### src/rtl/ram2wishbone_arb_bridge_if.sv
// Wishbone classic bus bundle between the arbitrating bridge (master) and the SoC bus (slave).
interface ram2wishbone_arb_bridge_if #(
  parameter int ADDR_WIDTH = 32,
  parameter int DATA_WIDTH = 32,
  parameter int SEL_WIDTH  = 4
);
  logic                  cyc;
  logic                  stb;
  logic                  we;
  logic [ADDR_WIDTH-1:0] addr;
  logic [DATA_WIDTH-1:0] wdata;
  logic [SEL_WIDTH-1:0]  sel;
  logic [DATA_WIDTH-1:0] rdata;
  logic                  ack;
  logic                  err;

  modport master (
    output cyc, stb, we, addr, wdata, sel,
    input  rdata, ack, err
  );

  modport slave (
    input  cyc, stb, we, addr, wdata, sel,
    output rdata, ack, err
  );
endinterface

### src/rtl/ram2wishbone_arb_bridge.sv
// Round-robin bridge from NUM_CH RAM-style pipeline ports onto one Wishbone classic master,
// with per-channel hold buffering, flush abort and bus-error/timeout reporting.
module ram2wishbone_arb_bridge #(
  parameter int NUM_CH      = 2,
  parameter int ADDR_WIDTH  = 32,
  parameter int DATA_WIDTH  = 32,
  parameter int SEL_WIDTH   = 4,
  parameter int TIMEOUT_CYC = 256
) (
  input  logic                         clk,
  input  logic                         rst,
  input  logic                         flush_i,
  input  logic [NUM_CH-1:0]            ch_hold_i,
  input  logic [NUM_CH-1:0]            ch_ce_i,
  input  logic [NUM_CH-1:0]            ch_we_i,
  input  logic [NUM_CH*ADDR_WIDTH-1:0] ch_addr_i,
  input  logic [NUM_CH*DATA_WIDTH-1:0] ch_data_i,
  input  logic [NUM_CH*SEL_WIDTH-1:0]  ch_sel_i,
  output logic [NUM_CH*DATA_WIDTH-1:0] ch_data_o,
  output logic [NUM_CH-1:0]            ch_stall_req,
  output logic [NUM_CH-1:0]            ch_err_o,
  ram2wishbone_arb_bridge_if.master    wb
);

  localparam int PTR_W = (NUM_CH > 1) ? $clog2(NUM_CH) : 1;
  localparam int SUM_W = PTR_W + 1;
  localparam int CNT_W = $clog2(TIMEOUT_CYC + 2);

  typedef enum logic {IDLE, BUSY} state_t;

  state_t                state;
  logic [PTR_W-1:0]      gnt;
  logic [PTR_W-1:0]      rr_ptr;
  logic [PTR_W-1:0]      winner;
  logic [PTR_W-1:0]      sel_ch;
  logic [PTR_W-1:0]      next_ptr;
  logic [SUM_W-1:0]      cand_sum;
  logic [NUM_CH-1:0]     done;
  logic [NUM_CH-1:0]     err_buf;
  logic [NUM_CH-1:0]     eligible;
  logic [CNT_W-1:0]      to_cnt;
  logic [DATA_WIDTH-1:0] data_buf [NUM_CH];
  logic [ADDR_WIDTH-1:0] addr_arr [NUM_CH];
  logic [DATA_WIDTH-1:0] wdata_arr [NUM_CH];
  logic [SEL_WIDTH-1:0]  sel_arr [NUM_CH];
  logic                  any_eligible;
  logic                  timeout;
  logic                  bus_err;
  logic                  complete;
  logic                  done_now;

  // Gating with rst keeps the zero-latency issue path quiet while reset is held.
  assign eligible = ch_ce_i & ~done & {NUM_CH{~flush_i & ~rst}};

  always_comb begin
    for (int i = 0; i < NUM_CH; i++) begin
      addr_arr[i]  = ch_addr_i[i*ADDR_WIDTH +: ADDR_WIDTH];
      wdata_arr[i] = ch_data_i[i*DATA_WIDTH +: DATA_WIDTH];
      sel_arr[i]   = ch_sel_i[i*SEL_WIDTH +: SEL_WIDTH];
    end
  end

  // Scan downwards so the last hit is the first eligible channel at or after rr_ptr.
  always_comb begin
    winner       = '0;
    any_eligible = 1'b0;
    cand_sum     = '0;
    for (int k = NUM_CH - 1; k >= 0; k--) begin
      cand_sum = {1'b0, rr_ptr} + SUM_W'(k);
      if (cand_sum >= SUM_W'(NUM_CH)) begin
        cand_sum = cand_sum - SUM_W'(NUM_CH);
      end
      if (eligible[cand_sum[PTR_W-1:0]]) begin
        winner       = cand_sum[PTR_W-1:0];
        any_eligible = 1'b1;
      end
    end
  end

  assign timeout  = (TIMEOUT_CYC != 0) && (to_cnt == CNT_W'(TIMEOUT_CYC - 1));
  assign bus_err  = wb.err | timeout;
  assign complete = (state == BUSY) && (wb.ack || wb.err || timeout);
  assign done_now = complete & ~flush_i;
  assign next_ptr = (gnt == PTR_W'(NUM_CH - 1)) ? '0 : gnt + 1'b1;
  assign sel_ch   = (state == BUSY) ? gnt : winner;

  // cyc/stb are decoded from state so an idle request reaches the bus in the same cycle.
  assign wb.cyc   = (state == BUSY) | any_eligible;
  assign wb.stb   = (state == BUSY) | any_eligible;
  assign wb.we    = ch_we_i[sel_ch];
  assign wb.addr  = addr_arr[sel_ch];
  assign wb.wdata = wdata_arr[sel_ch];
  assign wb.sel   = sel_arr[sel_ch];

  always_comb begin
    ch_data_o    = '0;
    ch_err_o     = '0;
    ch_stall_req = '0;
    for (int i = 0; i < NUM_CH; i++) begin
      ch_data_o[i*DATA_WIDTH +: DATA_WIDTH] = data_buf[i];
      ch_err_o[i]     = done[i] & err_buf[i];
      ch_stall_req[i] = eligible[i];
    end
    if (done_now) begin
      if (!ch_we_i[gnt]) begin
        ch_data_o[int'(gnt)*DATA_WIDTH +: DATA_WIDTH] = wb.rdata;
      end
      ch_err_o[gnt]     = bus_err;
      ch_stall_req[gnt] = 1'b0;
    end
  end

  always_ff @(posedge clk or posedge rst) begin
    if (rst) begin
      state   <= IDLE;
      gnt     <= '0;
      rr_ptr  <= '0;
      done    <= '0;
      err_buf <= '0;
      to_cnt  <= '0;
      for (int i = 0; i < NUM_CH; i++) begin
        data_buf[i] <= '0;
      end
    end else begin
      for (int i = 0; i < NUM_CH; i++) begin
        if (!ch_hold_i[i]) begin
          done[i] <= 1'b0;
        end
      end
      case (state)
        IDLE: begin
          to_cnt <= '0;
          if (any_eligible) begin
            gnt   <= winner;
            state <= BUSY;
          end
        end
        BUSY: begin
          if (to_cnt != '1) begin
            to_cnt <= to_cnt + 1'b1;
          end
          if (flush_i) begin
            state  <= IDLE;
            rr_ptr <= next_ptr;
          end else if (complete) begin
            state  <= IDLE;
            rr_ptr <= next_ptr;
            if (!ch_we_i[gnt]) begin
              data_buf[gnt] <= wb.rdata;
            end
            if (ch_hold_i[gnt]) begin
              done[gnt]    <= 1'b1;
              err_buf[gnt] <= bus_err;
            end
          end
        end
        default: state <= IDLE;
      endcase
      if (flush_i) begin
        done <= '0;
      end
    end
  end

endmodule

### src/flat_wrapper.sv
// flat-port wrapper written by rule: the top's interface ports become plain ports
module ram2wishbone_arb_bridge_flat 
#(
  parameter int NUM_CH      = 2,
  parameter int ADDR_WIDTH  = 32,
  parameter int DATA_WIDTH  = 32,
  parameter int SEL_WIDTH   = 4,
  parameter int TIMEOUT_CYC = 256
)
  (clk, rst, flush_i, ch_hold_i, ch_ce_i, ch_we_i, ch_addr_i, ch_data_i, ch_sel_i, ch_data_o, ch_stall_req, ch_err_o, wb_cyc, wb_stb, wb_we, wb_addr, wb_wdata, wb_sel, wb_rdata, wb_ack, wb_err);
  ram2wishbone_arb_bridge_if #(.ADDR_WIDTH(ADDR_WIDTH), .DATA_WIDTH(DATA_WIDTH), .SEL_WIDTH(SEL_WIDTH)) wb_i ();
  input  logic clk;
  input  logic rst;
  input  logic flush_i;
  input  logic [NUM_CH-1:0] ch_hold_i;
  input  logic [NUM_CH-1:0] ch_ce_i;
  input  logic [NUM_CH-1:0] ch_we_i;
  input  logic [NUM_CH*ADDR_WIDTH-1:0] ch_addr_i;
  input  logic [NUM_CH*DATA_WIDTH-1:0] ch_data_i;
  input  logic [NUM_CH*SEL_WIDTH-1:0] ch_sel_i;
  output logic [NUM_CH*DATA_WIDTH-1:0] ch_data_o;
  output logic [NUM_CH-1:0] ch_stall_req;
  output logic [NUM_CH-1:0] ch_err_o;
  output wire logic [$bits(wb_i.cyc)-1:0] wb_cyc;
  output wire logic [$bits(wb_i.stb)-1:0] wb_stb;
  output wire logic [$bits(wb_i.we)-1:0] wb_we;
  output wire logic [$bits(wb_i.addr)-1:0] wb_addr;
  output wire logic [$bits(wb_i.wdata)-1:0] wb_wdata;
  output wire logic [$bits(wb_i.sel)-1:0] wb_sel;
  input wire logic [$bits(wb_i.rdata)-1:0] wb_rdata;
  input wire logic [$bits(wb_i.ack)-1:0] wb_ack;
  input wire logic [$bits(wb_i.err)-1:0] wb_err;
  assign wb_cyc = wb_i.cyc;
  assign wb_stb = wb_i.stb;
  assign wb_we = wb_i.we;
  assign wb_addr = wb_i.addr;
  assign wb_wdata = wb_i.wdata;
  assign wb_sel = wb_i.sel;
  assign wb_i.rdata = wb_rdata;
  assign wb_i.ack = wb_ack;
  assign wb_i.err = wb_err;
  ram2wishbone_arb_bridge #(.NUM_CH(NUM_CH), .ADDR_WIDTH(ADDR_WIDTH), .DATA_WIDTH(DATA_WIDTH), .SEL_WIDTH(SEL_WIDTH), .TIMEOUT_CYC(TIMEOUT_CYC)) u_core (.clk(clk), .rst(rst), .flush_i(flush_i), .ch_hold_i(ch_hold_i), .ch_ce_i(ch_ce_i), .ch_we_i(ch_we_i), .ch_addr_i(ch_addr_i), .ch_data_i(ch_data_i), .ch_sel_i(ch_sel_i), .ch_data_o(ch_data_o), .ch_stall_req(ch_stall_req), .ch_err_o(ch_err_o), .wb(wb_i));
endmodule
### config.mk
export PLATFORM = sky130hd
export DESIGN_NAME = ram2wishbone_arb_bridge_flat
export DESIGN_NICKNAME = d
export VERILOG_FILES = /design/src/rtl/ram2wishbone_arb_bridge_if.sv /design/src/rtl/ram2wishbone_arb_bridge.sv /design/src/flat_wrapper.sv
export SDC_FILE = /design/constraint.sdc
export NUM_CORES = 1
export LEC_CHECK = 0
export CORE_AREA = 5 5 88 171
export DETAILED_ROUTE_END_ITERATION = 16
export DIE_AREA = 0 0 93 176
export GPL_TIMING_DRIVEN = 0
export PLACE_DENSITY = 0.8
export SLEW_MARGIN = 20
export SYNTH_ARGS = -nofsm -noshare
export SYNTH_HDL_FRONTEND = slang
export SYNTH_SLANG_ARGS = --single-unit
### constraint.sdc
create_clock -name clk -period 3.21 [get_ports clk]
set_input_delay 0.321 -clock clk [delete_from_list [all_inputs] [get_ports clk]]
set_output_delay 0.321 -clock clk [all_outputs]
set_load 0.005 [all_outputs]
* Yosys cells after proc, flatten, opt, wreduce, memory -nomap -nowiden
Cells that the tools add are included.
** Cells by class
- Order comparisons :: 10
- Equal/unequal tests :: 3
- Bitwise gates (word level) :: 18
- $add $sub $neg :: 6
- Reduce and logical (&&, ||, !) cells :: 10
- Multiplexer cells :: 53
- Shift-type cells :: 2
** Operator list (count)
- two-way mux 32 bit :: 7
- bitwise mux 64 bit :: 2
- two-way mux 64 bit :: 2
- variable shift 32 x 33 -> 64 bit, first input constant :: 1
- indexed part select 32 x 33 -> 64 bit :: 1
- negation 6 -> 33 bit :: 1
- demux 32 bit (select 1 bit) :: 1
- two-way mux 1 bit :: 26
- one-hot mux 9 bit (2 select lines) :: 1
- two-way mux 2 bit :: 6
- two-way mux 4 bit :: 3
- adder 9 x 1 -> 9 bit, second input constant :: 1
- equality test 9 x 8 -> 1 bit, second input constant :: 1
- two-way mux 9 bit :: 1
- != test 9 bit, second input constant :: 1
- < comparator 1 x 2 -> 1 bit, second input constant :: 4
- AND reduction 4 bit :: 2
- bitwise AND 2 bit :: 3
- greater-or-equal comparator 2 bit, second input constant :: 3
- bitwise AND 1 bit :: 4
- bitwise mux 2 bit :: 2
- inverter 1 bit :: 4
- inverter 1 -> 2 bit :: 2
- inverter 2 bit :: 2
- 15 further kinds :: 21
** Storage, ports and cells
- Input port bits :: 179
- Bits in registers :: 80
- Word-level logic and storage cells :: 110
- Output and inout bits :: 139

* Longest topological paths before layout
Gate-level depths: netlist (run 1).
- Word-level depth :: 12
- Mapped depth :: 9
- Gate-level depth less buffers :: 7

* Worst setup path after synthesis (run 1)
Ideal clock, no wire load.
- Kind :: reg-to-output
- Start point :: register u_core.to_cnt[0]
- End point :: output ch_data_o[32]
- Stages on the path, launching flop included :: 10
- Path buffers :: 2
- Data arrival time :: 2.284 ns
- Setup slack :: 0.605 ns
- Required time :: 2.889 ns
- Cell sequence :: dfrtp_1 -> ha_1 -> nand3_1 -> nor2_1 -> ha_1 -> o31ai_2 -> or4_1 -> buf_2 -> buf_2 -> mux2_2
** Between the ends
- Longest elaborated chain between the ends :: 5
** Ends and longest elaborated chain
- from (decl) :: RTL line ram2wishbone_arb_bridge.sv:41 : logic [CNT_W-1:0] to_cnt;
- from (signal assigned) :: RTL line ram2wishbone_arb_bridge.sv:140 : to_cnt <= to_cnt + 1'b1;
- equality test 9 x 8 -> 1 bit :: RTL line ram2wishbone_arb_bridge.sv:80 : assign timeout = (TIMEOUT_CYC != 0) && (to_cnt == CNT_W'(TIMEOUT_CYC - 1));
- logical OR 1 bit :: RTL line ram2wishbone_arb_bridge.sv:82 : assign complete = (state == BUSY) && (wb.ack || wb.err || timeout);
- logical AND 1 bit :: RTL line ram2wishbone_arb_bridge.sv:82
- bitwise AND 1 bit :: RTL line ram2wishbone_arb_bridge.sv:83 : assign done_now = complete & ~flush_i;
- two-way mux 64 bit :: RTL line ram2wishbone_arb_bridge.sv:104 : if (done_now) begin
- to (decl) :: RTL line flat_wrapper.sv:21 : output logic [NUM_CH*DATA_WIDTH-1:0] ch_data_o;
Every way passes these cells.

* Worst setup path in the final report (run 1)
- Start point :: input ch_ce_i[1]
- End point :: output wb_wdata[10]
** Between the ends
- Longest elaborated chain between the ends :: 11
- Elaborated cells on any way between the ends :: 13
- Those cells by class :: 10 x mux; 3 x bitwise
** Ends and longest elaborated chain
- from (decl) :: RTL line flat_wrapper.sv:16 : input logic [NUM_CH-1:0] ch_ce_i;
- bitwise AND 2 bit * (2 in series) :: RTL line ram2wishbone_arb_bridge.sv:53 : assign eligible = ch_ce_i & ~done & {NUM_CH{~flush_i & ~rst}};
- two-way mux 1 bit (implied by the code) (2 in series) :: RTL line ram2wishbone_arb_bridge.sv:73 : if (eligible[cand_sum[PTR_W-1:0]]) begin
- two-way mux 1 bit :: RTL line ram2wishbone_arb_bridge.sv:73
- two-way mux 1 bit * :: RTL line ram2wishbone_arb_bridge.sv:73
- two-way mux 1 bit * :: RTL line ram2wishbone_arb_bridge.sv:85 : assign sel_ch = (state == BUSY) ? gnt : winner;
- inverter 1 -> 2 bit (implied by the code) * :: RTL line ram2wishbone_arb_bridge.sv:92 : assign wb.wdata = wdata_arr[sel_ch];
- two-way mux 32 bit (implied by the code) * (3 in series) :: RTL line ram2wishbone_arb_bridge.sv:92
- to (decl) :: RTL line flat_wrapper.sv:28 : output wire logic [$bits(wb_i.wdata)-1:0] wb_wdata;
Every way passes the cells marked *; elsewhere a longest branch is shown, timed or not. The select of a mux whose other input is x is not followed.

==> impl_metrics.toml, run 1 <==
[clocking]
cts_tree = "yes"
numCtsBuffers = 9
root_buffer = "clkbuf_16"
hold_buffers = 0
clockBufferDepth = 2
path_clk_slew_ns = 0.06
clock_latency_ns = 0.33
cts_sinks = 80
cts_htree_levels = 3

[placement]
placed_area_um2 = 8280
gp_congestion = 0.854
hpwl_um = 17500
dpl_worst_slack_ns = -0.272
dpl.cell_count = 852
numPortBuffers = 317

[sta]
period_minus_slack_ns = 3.18
worst_pin_slew_ns = 0.474
worst_clock_skew_ns = 0.00778
finalCritPeriodShare = 0.989
hold_viol_final = 0
finalWorstSetupSlack_ns = 0.0345
slew_headroom = 0.684
tns_ns = 0
fin_hold_ws_ns = 0.224
setup_viol = 0
fmax_ghz = 0.315
slew_viol_final = 0

[global_routing]
antenna_found_initial = 1
grt_max_degree = 54
gr-total-overflow = 0
grt_pass1_wl_um = 31500
grt.total_usage = 0.257
first_global_vias = 5136

[yosys]
yosys_warnings = 0
async_reset_ff_frac = 1.00
synth_edf_count = 0
synth.distinct_cells = 39
netlist.area_leader.share = 0.435
ys_top_cells_by_area = "mux2_2 44%, dfrtp_1 41%, mux2_1 2.3%, buf_2 2.0%, ha_1 0.77%"
synth-simple-area-share = 0.0469
yosysTopAreaCell = "mux2_2"
netlist_instances = 379
synth_seq_cells = 80
synth_compound_area_frac = 0.0351
avgSynthCellArea_um2 = 12.9
synthMuxAreaShare = 0.463
yosysMostFrequentCell = "mux2_2"
yosys-top-cells-count = "189 x mux2_2, 80 x dfrtp_1, 20 x buf_2"
synth_xor_area_frac = 0.00538
synth-adder-area-share = 0.00768
seq_area_frac_synth = 0.410
synth_top_flop_cell = "dfrtp_1"
synth.cell_area_um2 = 4890
synth_nets = 561
synth_top_family_by_area = "multiplexers"

[final_layout]
multi_input_area_um2 = 2750
fin_util = 0.656
fin_cells = 887
layout.nets = 908
final_area_um2 = 8870
final-seq-area_um2 = 2000
nFillCells = 1024
area_delta_synth_final_pct = 81.5
drive_gt1_frac = 0.352

[critical_path]
crit_arrival_ns = 2.85
start_kind = "input port"
r2r_cells = 9
required_ns = 2.89
timing.rr.start = "u_core.to_cnt[0]"
cp_slowest_cell = "clkdlybuf4s50_1"
cp_cell_sequence = "clkdlybuf4s50_1, or4b_4, o31ai_4, buf_6, buf_4, mux2_2, clkdlybuf4s50_1"
cp.buffers_inverters = 4
crit_family = "buffers and inverters"
regToRegSetupSlack_ns = 0.74
crit_path_frequent_cell = "clkdlybuf4s50_1"
r2r_end = "u_core.data_buf[20]"
worstPathMaxFanout = 10
worst-setup-path-type = "input port to output port"
critPathCaptureType = "output port"
slowest_delay_ns = 0.53

[floorplan]
chipHeight_um = 176
die_area_um2 = 16400
core_um2 = 13500
rows = 60
ios = 318
start_util = 0.362
die_w_um = 93

[run_status]
status = "completed"

[power_and_ir_drop]
peakVddDrop_mv = 0.514
total_power_mw = 4.17
p_leak_nw = 4.08
p_per_area_nw_per_um2 = 470

[routing]
postRouteAntennaNets = 0
dr.pass1.iters = 4
dr_total_vias = 4574
wl_per_cell_um = 24.2
vias_per_cell = 5.16
drc_errors = 0
drt_wl_total_um = 21500
dr.first_iter.drc_count = 99

[worst_hold_path]
hold_path.class = "input port to asynchronous set/reset pin"

[job]
maxCapViolCount = 0
==> layout make-up <==
type / count / share of cell area
plain buffers: 24 / 0.0245
diodes: 1 / 0.000282
inverters: 6 / 0.00282
multi-input cells: 267 / 0.310
clock inverters: 5 / 0.00451
well taps: 155 / 0.0219
repair buffers: 338 / 0.382
flip-flops and latches: 80 / 0.226
clock buffers: 11 / 0.0285
==> flip-flops by register name, indices dropped and copies added, names as in the netlist <==
register and count:
u_core.data_buf 64, u_core.to_cnt 9, u_core.state 1, u_core.gnt 1, u_core.err_buf 2, u_core.rr_ptr 1, u_core.done 2
==> cell usage in the layout, fill, tap and decap left out, types with 3 or more instances in the layout <==
cell and count:
o21ai_0 4, nor3_1 3, dlygate4sd2_1 43, nand2_1 6, buf_6 7, nand2b_1 4, a21oi_1 4, inv_1 5
buf_2 7, dlymetal6s2s_1 27, clkbuf_16 10, dfrtp_1 80, nor2_1 9, clkbuf_1 3, buf_4 21, clkinvlp_4 3
clkdlybuf4s50_1 247, o41ai_1 4, or3_1 3, xor2_1 3, mux2_2 189, mux2_1 10, buf_8 3
==> report_power, final <==
group,switching (mW),internal [mW]
Clock,0.418,0.570
Sequential,0.136,1.28
Combinational,0.597,1.17
Total,1.15,3.02
==> worst max path at each step <==
stage	startpoint	end	slack, ns	depth (start not counted)
3_3_place_gp	rst	u_core.data_buf[25]	-0.45	2
2_1_floorplan	u_core.to_cnt[0]	ch_data_o[32]	0.60	9
4_1_cts	u_core.done[1]	wb_wdata[17]	0.006	7
5_1_grt	ch_ce_i[1]	wb_wdata[12]	-0.0008	8
6_report	ch_ce_i[1]	wb_wdata[10]	0.03	7
3_5_place_dp	u_core.to_cnt[0]	ch_data_o[58]	-0.27	10
==> timing repair <==
action	CTS	global route
buffers inserted	14	5
pin swaps	7	6
resized for setup	68	40
endpoints found under the setup margin	134	109
gates cloned	0	1
==> layer usage <==
| metal | wire length [um] | GRT usage |
|---|---|---|
| met1 | 7440 | 0.265 |
| met3 | 3050 | 0.144 |
| met4 | 366 | 0.0630 |
| met2 | 10600 | 0.449 |
| met5 | 0 | 0 |
==> cells by family after synthesis <==
family,count (synthesis)
AND/OR/NAND/NOR,39
adder cells (fa/ha/maj),3
XOR/XNOR,3
AO/OA/AOI/OAI,21
multiplexers,201
flip-flops,80
buffers and inverters,32
==> worst reg2reg max path: cells and delay by family, from the launching register on <==
kind            cells  cell delay [ns]
flops               1             0.36
buf+inv             2             0.41
mux                 1             0.31
fa+ha+maj           2             0.40
compound gates      1             0.10
simple gates        3             0.78
No activity file was read; power rests on OpenSTA's default activity.
==> inputs of run 2 (changes only) <==
--- a/config.mk
+++ b/config.mk
@@ -5,10 +5,12 @@
 export SDC_FILE = /design/constraint.sdc
 export NUM_CORES = 1
 export LEC_CHECK = 0
-export CORE_AREA = 5 5 88 171
+export ABC_AREA = 1
+export CORE_AREA = 5 5 90 176
 export DETAILED_ROUTE_END_ITERATION = 16
-export DIE_AREA = 0 0 93 176
+export DIE_AREA = 0 0 95 181
 export GPL_TIMING_DRIVEN = 0
+export HOLD_SLACK_MARGIN = 0.03
 export PLACE_DENSITY = 0.8
 export SLEW_MARGIN = 20
 export SYNTH_ARGS = -nofsm -noshare
==> impl_metrics.toml, run 2 <==
[run_status]
status = "completed"

[routing]
dr.first_iter.drc_count = 353
wl_per_cell_um = 18.6
drc_errors = 0
dr.pass1.iters = 5
dr_total_vias = 6969
postRouteAntennaNets = 0
vias_per_cell = 4.97
drt_wl_total_um = 26100

[floorplan]
start_util = 0.372
die_area_um2 = 17200
core_um2 = 14300
chipHeight_um = 181
rows = 62
die_w_um = 95
ios = 318

[clocking]
numCtsBuffers = 9
hold_buffers = 0
root_buffer = "clkbuf_16"
clock_latency_ns = 0.34
clockBufferDepth = 2
cts_tree = "yes"
cts_htree_levels = 3
path_clk_slew_ns = 0.06
cts_sinks = 80

[final_layout]
nFillCells = 1368
final_area_um2 = 9200
largest_reg_flops = 64
reg.largest.list = "u_core.data_buf x64, u_core.to_cnt x9"
top_register = "u_core.data_buf"
final_cell_mix = "455 x nand2_1, 298 x clkdlybuf4s50_1, 80 x nand3_1, 80 x dfrtp_1, 56 x o21ai_1"
drive_gt1_frac = 0.0547
layout.nets = 1384
fin_cells = 1401
mostFrequentLayoutCell = "nand2_1"
area_delta_synth_final_pct = 73.2

[sta]
worst_pin_slew_ns = 0.646
tns_ns = 0
slew_viol_final = 0
period_minus_slack_ns = 3.15
fmax_ghz = 0.318
setup_viol = 0
finalCritPeriodShare = 0.981
slew_headroom = 0.569
hold_viol_final = 0
worst_clock_skew_ns = 0.00586
finalWorstSetupSlack_ns = 0.0607
fin_hold_ws_ns = 0.443

[worst_hold_path]
hold_path.class = "input port to asynchronous set/reset pin"

[placement]
numPortBuffers = 317
placed_area_um2 = 8750
dpl.cell_count = 1379
dpl_worst_slack_ns = -0.0725
gp_congestion = 0.890
hpwl_um = 21300

[power_and_ir_drop]
p_clk_frac = 0.160
internal-power_mw = 4.39
swShare = 0.412
peakVddDrop_mv = 0.551
p_per_area_nw_per_um2 = 812
p_comb_frac = 0.622
power_switching_mw = 3.08
seqPwrFrac = 0.217
p_leak_nw = 4.79

[global_routing]
grt.total_usage = 0.295
grt_max_degree = 45
grt_pass1_wl_um = 38100
gr-total-overflow = 0
first_global_vias = 7017
antenna_found_initial = 2

[yosys]
async_reset_ff_frac = 1.00
synth.distinct_cells = 22
yosysMostFrequentCell = "nand2_1"
yosysTopAreaCell = "dfrtp_1"
synth_nets = 1051
synth.cell_area_um2 = 5310
yosys-top-cells-count = "457 x nand2_1, 81 x nand3_1, 80 x dfrtp_1"
synth_seq_cells = 80
yosys_warnings = 0
synth_edf_count = 0
ys_top_cells_by_area = "dfrtp_1 38%, nand2_1 32%, nand3_1 7.6%, o21ai_0 4.9%, o21ai_1 4.9%"
netlist.area_leader.share = 0.377
synth_top_flop_cell = "dfrtp_1"
seq_area_frac_synth = 0.377
avgSynthCellArea_um2 = 6.11
netlist_instances = 869

[critical_path]
start_kind = "flop"
required_ns = 2.89
critPathCaptureType = "output port"
worst-setup-path-type = "flop to output port"
crit_arrival_ns = 2.83
worstPathMaxFanout = 10

[job]
maxCapViolCount = 0
run 2: changes by cell type after synthesis, sizes merged, moves of 4 or more:
cell,delta
nand2,+454
mux2,-199
o21ai,+100
nand3,+79
inv,+49
clkbuf,+26
nor2,+14
nand2b,-4
o41ai,-4
run 2: final cells by class:
class	instances	area (um^2)	share of cell area
antenna	2	5.00	0.000544
timing repair buffer	322	3230	0.351
buffer	52	284	0.0309
multi-input combinational	682	2890	0.314
clock inverter	7	120	0.0131
tap	192	240	0.0261
clock buffer	9	225	0.0245
inverter	55	209	0.0227
sequential	80	2000	0.218
run 2: cell families (layout without fill, tap and decap cells):
group | Yosys count | after routing | share of synthesized area
simple gates | 571 | 571 | 0.427
compound gates | 108 | 108 | 0.102
buf+inv | 107 | 445 | 0.0869
flops | 80 | 80 | 0.377
fa+ha+maj | 3 | 3 | 0.00706
other cells | 0 | 2 | 0
run 2: path summary, 6_finish.rpt:
| kind | slack, ns | to | from | cells after the start |
|---|---|---|---|---|
| max in group asynchronous | 2.15 | u_core.data_buf[13] | rst | 3 |
| worst max register to register | 1.03 | u_core.data_buf[15] | u_core.to_cnt[1] | 11 |
| worst min-delay path | 0.44 | u_core.done[0] | rst | 2 |
| worst min register to register | 0.48 | u_core.data_buf[1] | u_core.data_buf[1] | 2 |
| min in group clk | 0.48 | u_core.data_buf[1] | u_core.data_buf[1] | 2 |
| worst max-delay path | 0.06 | ch_data_o[54] | u_core.to_cnt[1] | 13 |
run 2: per-layer routing:
metal,track usage,vias up,share of wire
li1,-,3392,-
met1,0.288,3168,0.33
met2,0.506,348,0.48
met3,0.157,61,0.15
met4,0.128,0,0.042
met5,0,-,0
run 2: worst max-delay path, stage by stage, from the launching register on:
cell and delay, ns:
dfrtp_1 0.38, ha_2 0.22, nand3_1 0.11, nor2_2 0.13, ha_2 0.22, nor2_4 0.05, nand2_2 0.10, nand2_2 0.08
inv_2 0.11, nand2_4 0.10, buf_8 0.16, buf_4 0.18, o21ai_1 0.13, clkdlybuf4s50_1 0.52
run 2: stage by stage:
stage | util | total power, mW
floorplan | - | 3.60
global placement | 0.611 | 6.22
detailed placement | 0.613 | 6.27
CTS | 0.639 | 7.48
global route | 0.645 | 8.02
finish | 0.645 | 7.47
run 2: power by group through the flow:
stage / clock (mW) / combinational (mW) / sequential (mW)
floorplan: 0 / 2.03 / 1.57
global placement: 0 / 4.60 / 1.61
detailed placement: 0 / 4.65 / 1.63
CTS: 1.20 / 4.66 / 1.62
global route: 1.24 / 5.12 / 1.66
finish: 1.20 / 4.65 / 1.62
run 2: what timing repair did:
action / CTS / global route
setup endpoints to repair: 62 / 62
cloned: 0 / 0
endpoints found under the hold margin: 0 / 0
buffers inserted: 1 / 3
pin swaps: 1 / 2
gates resized for setup: 29 / 25
==> inputs of run 3 (changes only) <==
==> constraint.sdc (replaced) <==
create_clock -name clk -period 3.21 [get_ports clk]
set_input_delay 0.321 -clock clk [delete_from_list [all_inputs] [get_ports clk]]
set_output_delay 0.321 -clock clk [all_outputs]
set_load 0.02 [all_outputs]
==> impl_metrics.toml, run 3 (synthesis gave the netlist of run 2 again) <==
[run_status]
status = "completed"

[critical_path]
required_ns = 2.89
worst-setup-path-type = "flop to output port"
crit_arrival_ns = 2.78
r2r_cells = 11
worstPathMaxFanout = 10
slowest_delay_ns = 0.38
timing.rr.start = "u_core.to_cnt[0]"
cp_num_cells = 12
critPathCaptureType = "output port"
cp.buffers_inverters = 3
cp_cell_sequence = "ha_1, nand3_1, nor2_1, ha_1, nor2_4, nand2_2, nand2_1, inv_2, nand2_2, clkbuf_2, o21ai_0, dlygate4sd2_1"
start_kind = "flop"
cp_slowest_cell = "dfrtp_1"
startpoint = "u_core.to_cnt[0]"
crit_family = "buffers and inverters"

[routing]
vias_per_cell = 4.99
dr_total_vias = 6970
dr.pass1.iters = 5
drc_errors = 0
wl_per_cell_um = 18.6
postRouteAntennaNets = 0
drt_wl_total_um = 26000
dr.first_iter.drc_count = 373

[global_routing]
gr-total-overflow = 0
first_global_vias = 7020
grt_pass1_wl_um = 38000
antenna_found_initial = 2
grt_max_degree = 45
grt.total_usage = 0.295

[final_layout]
layout.nets = 1380
largest_reg_flops = 64
reg.largest.list = "u_core.data_buf x64, u_core.to_cnt x9"
mostFrequentLayoutCell = "nand2_1"
final_area_um2 = 9010
fin_cells = 1397
drive_gt1_frac = 0.0740
area_delta_synth_final_pct = 69.6
final_cell_mix = "455 x nand2_1, 251 x clkdlybuf4s50_1, 80 x nand3_1, 80 x dfrtp_1"
top_register = "u_core.data_buf"
fin_util = 0.632
nFillCells = 1394

[placement]
gp_congestion = 0.890
hpwl_um = 21300
placed_area_um2 = 8750
dpl.cell_count = 1379
numPortBuffers = 317

[sta]
setup_viol = 0
worst_clock_skew_ns = 0.00672
hold_viol_final = 0
period_minus_slack_ns = 3.11
finalCritPeriodShare = 0.968
slew_headroom = 0.579
worst_pin_slew_ns = 0.632
fmax_ghz = 0.322
slew_viol_final = 0
tns_ns = 0

[power_and_ir_drop]
p_comb_frac = 0.654
swShare = 0.489
internal-power_mw = 4.15
p_clk_frac = 0.146
p_per_area_nw_per_um2 = 902
seqPwrFrac = 0.200
power_switching_mw = 3.98
peakVddDrop_mv = 0.498
p_leak_nw = 4.88

[clocking]
cts_sinks = 80
cts_htree_levels = 3
hold_buffers = 0
path_clk_slew_ns = 0.06
numCtsBuffers = 9
cts_setup_buffers = 0
cts_tree = "yes"
clock_latency_ns = 0.34
root_buffer = "clkbuf_16"
clockBufferDepth = 2

[floorplan]
die_area_um2 = 17200
die_w_um = 95
core_um2 = 14300
ios = 318
start_util = 0.372
chipHeight_um = 181
rows = 62

[job]
maxCapViolCount = 0

[worst_hold_path]
hold_path.class = "input port to asynchronous set/reset pin"
==> run 3: cell types whose count changed in the layout (fill, tap and decap cells not counted), sizes merged <==
cell / before / now
clkdlybuf4s15: 0 / 1
buf: 28 / 31
clkdlybuf4s50: 298 / 251
dlygate4sd2: 11 / 27
dlymetal6s2s: 8 / 10
clkbuf: 38 / 59
==> run 3: path summary, 6_finish.rpt <==
| kind | slack (ns) | end |
|---|---|---|
| max in group asynchronous | 2.14 | u_core.data_buf[59] |
| worst max-delay path | 0.10 | ch_data_o[34] |
| worst min-delay path | 0.44 | u_core.done[0] |
| min in group clk | 0.48 | u_core.data_buf[1] |
| worst max register to register | 0.88 | u_core.data_buf[15] |
| worst min register to register | 0.48 | u_core.data_buf[1] |
==> run 3: metal layers <==
layer  wire length [um]  track usage  part of all wire  vias to the layer above
li1                   -            -                 -                     3387
met1               8550        0.287              0.33                     3149
met2              12600        0.505              0.48                      373
met3               3840        0.157              0.15                       61
met4               1100        0.130             0.042                        0
met5                  0            0                 0                        -
==> run 3: final cells by class <==
class / count / area [um^2] / area share
Multi-Input combinational cell: 682 / 2880 / 0.320
Tap cell: 192 / 240 / 0.0266
Clock buffer: 9 / 225 / 0.0250
Clock inverter: 7 / 120 / 0.0133
Antenna cell: 2 / 5.00 / 0.000555
Sequential cell: 80 / 2000 / 0.222
Inverter: 55 / 209 / 0.0232
Timing Repair Buffer: 318 / 3050 / 0.338
Buffer: 52 / 284 / 0.0315
==> run 3: what timing repair did <==
action,in CTS,in global routing
pin swaps,0,0
endpoints found under the setup margin,69,78
gates resized for setup,96,67
hold endpoints to repair,0,0
==> run 3: stage by stage <==
stage | power [mW] | worst slack, ns | hold WS, ns
after floorplan | 4.51 | 0.837 | 0.442
final | 8.13 | 0.104 | 0.443
after global placement | 7.14 | -0.608 | 0.458
after global routing | 8.68 | -0.00440 | 0.488
after detailed placement | 7.19 | -0.174 | 0.467
after CTS | 8.21 | 0.000410 | 0.465
==> run 3: power by group through the flow <==
| stage | registers (mW) | logic [mW] | clock network, mW |
|---|---|---|---|
| finish | 1.63 | 5.32 | 1.19 |
| floorplan | 1.57 | 2.94 | 0 |
| CTS | 1.62 | 5.39 | 1.20 |
| detailed placement | 1.63 | 5.56 | 0 |
| global placement | 1.61 | 5.52 | 0 |
| global route | 1.66 | 5.78 | 1.24 |
==> run 3: worst register-to-register path, stage by stage, from the launching register on <==
cell and delay, ns:
dfrtp_1 0.40, ha_1 0.25, nand3_1 0.11, nor2_1 0.07, ha_1 0.23, nor2_4 0.13, nand2_2 0.10, nand2_1 0.12
inv_2 0.08, nand2_2 0.15, clkbuf_1 0.45, o21ai_1 0.12
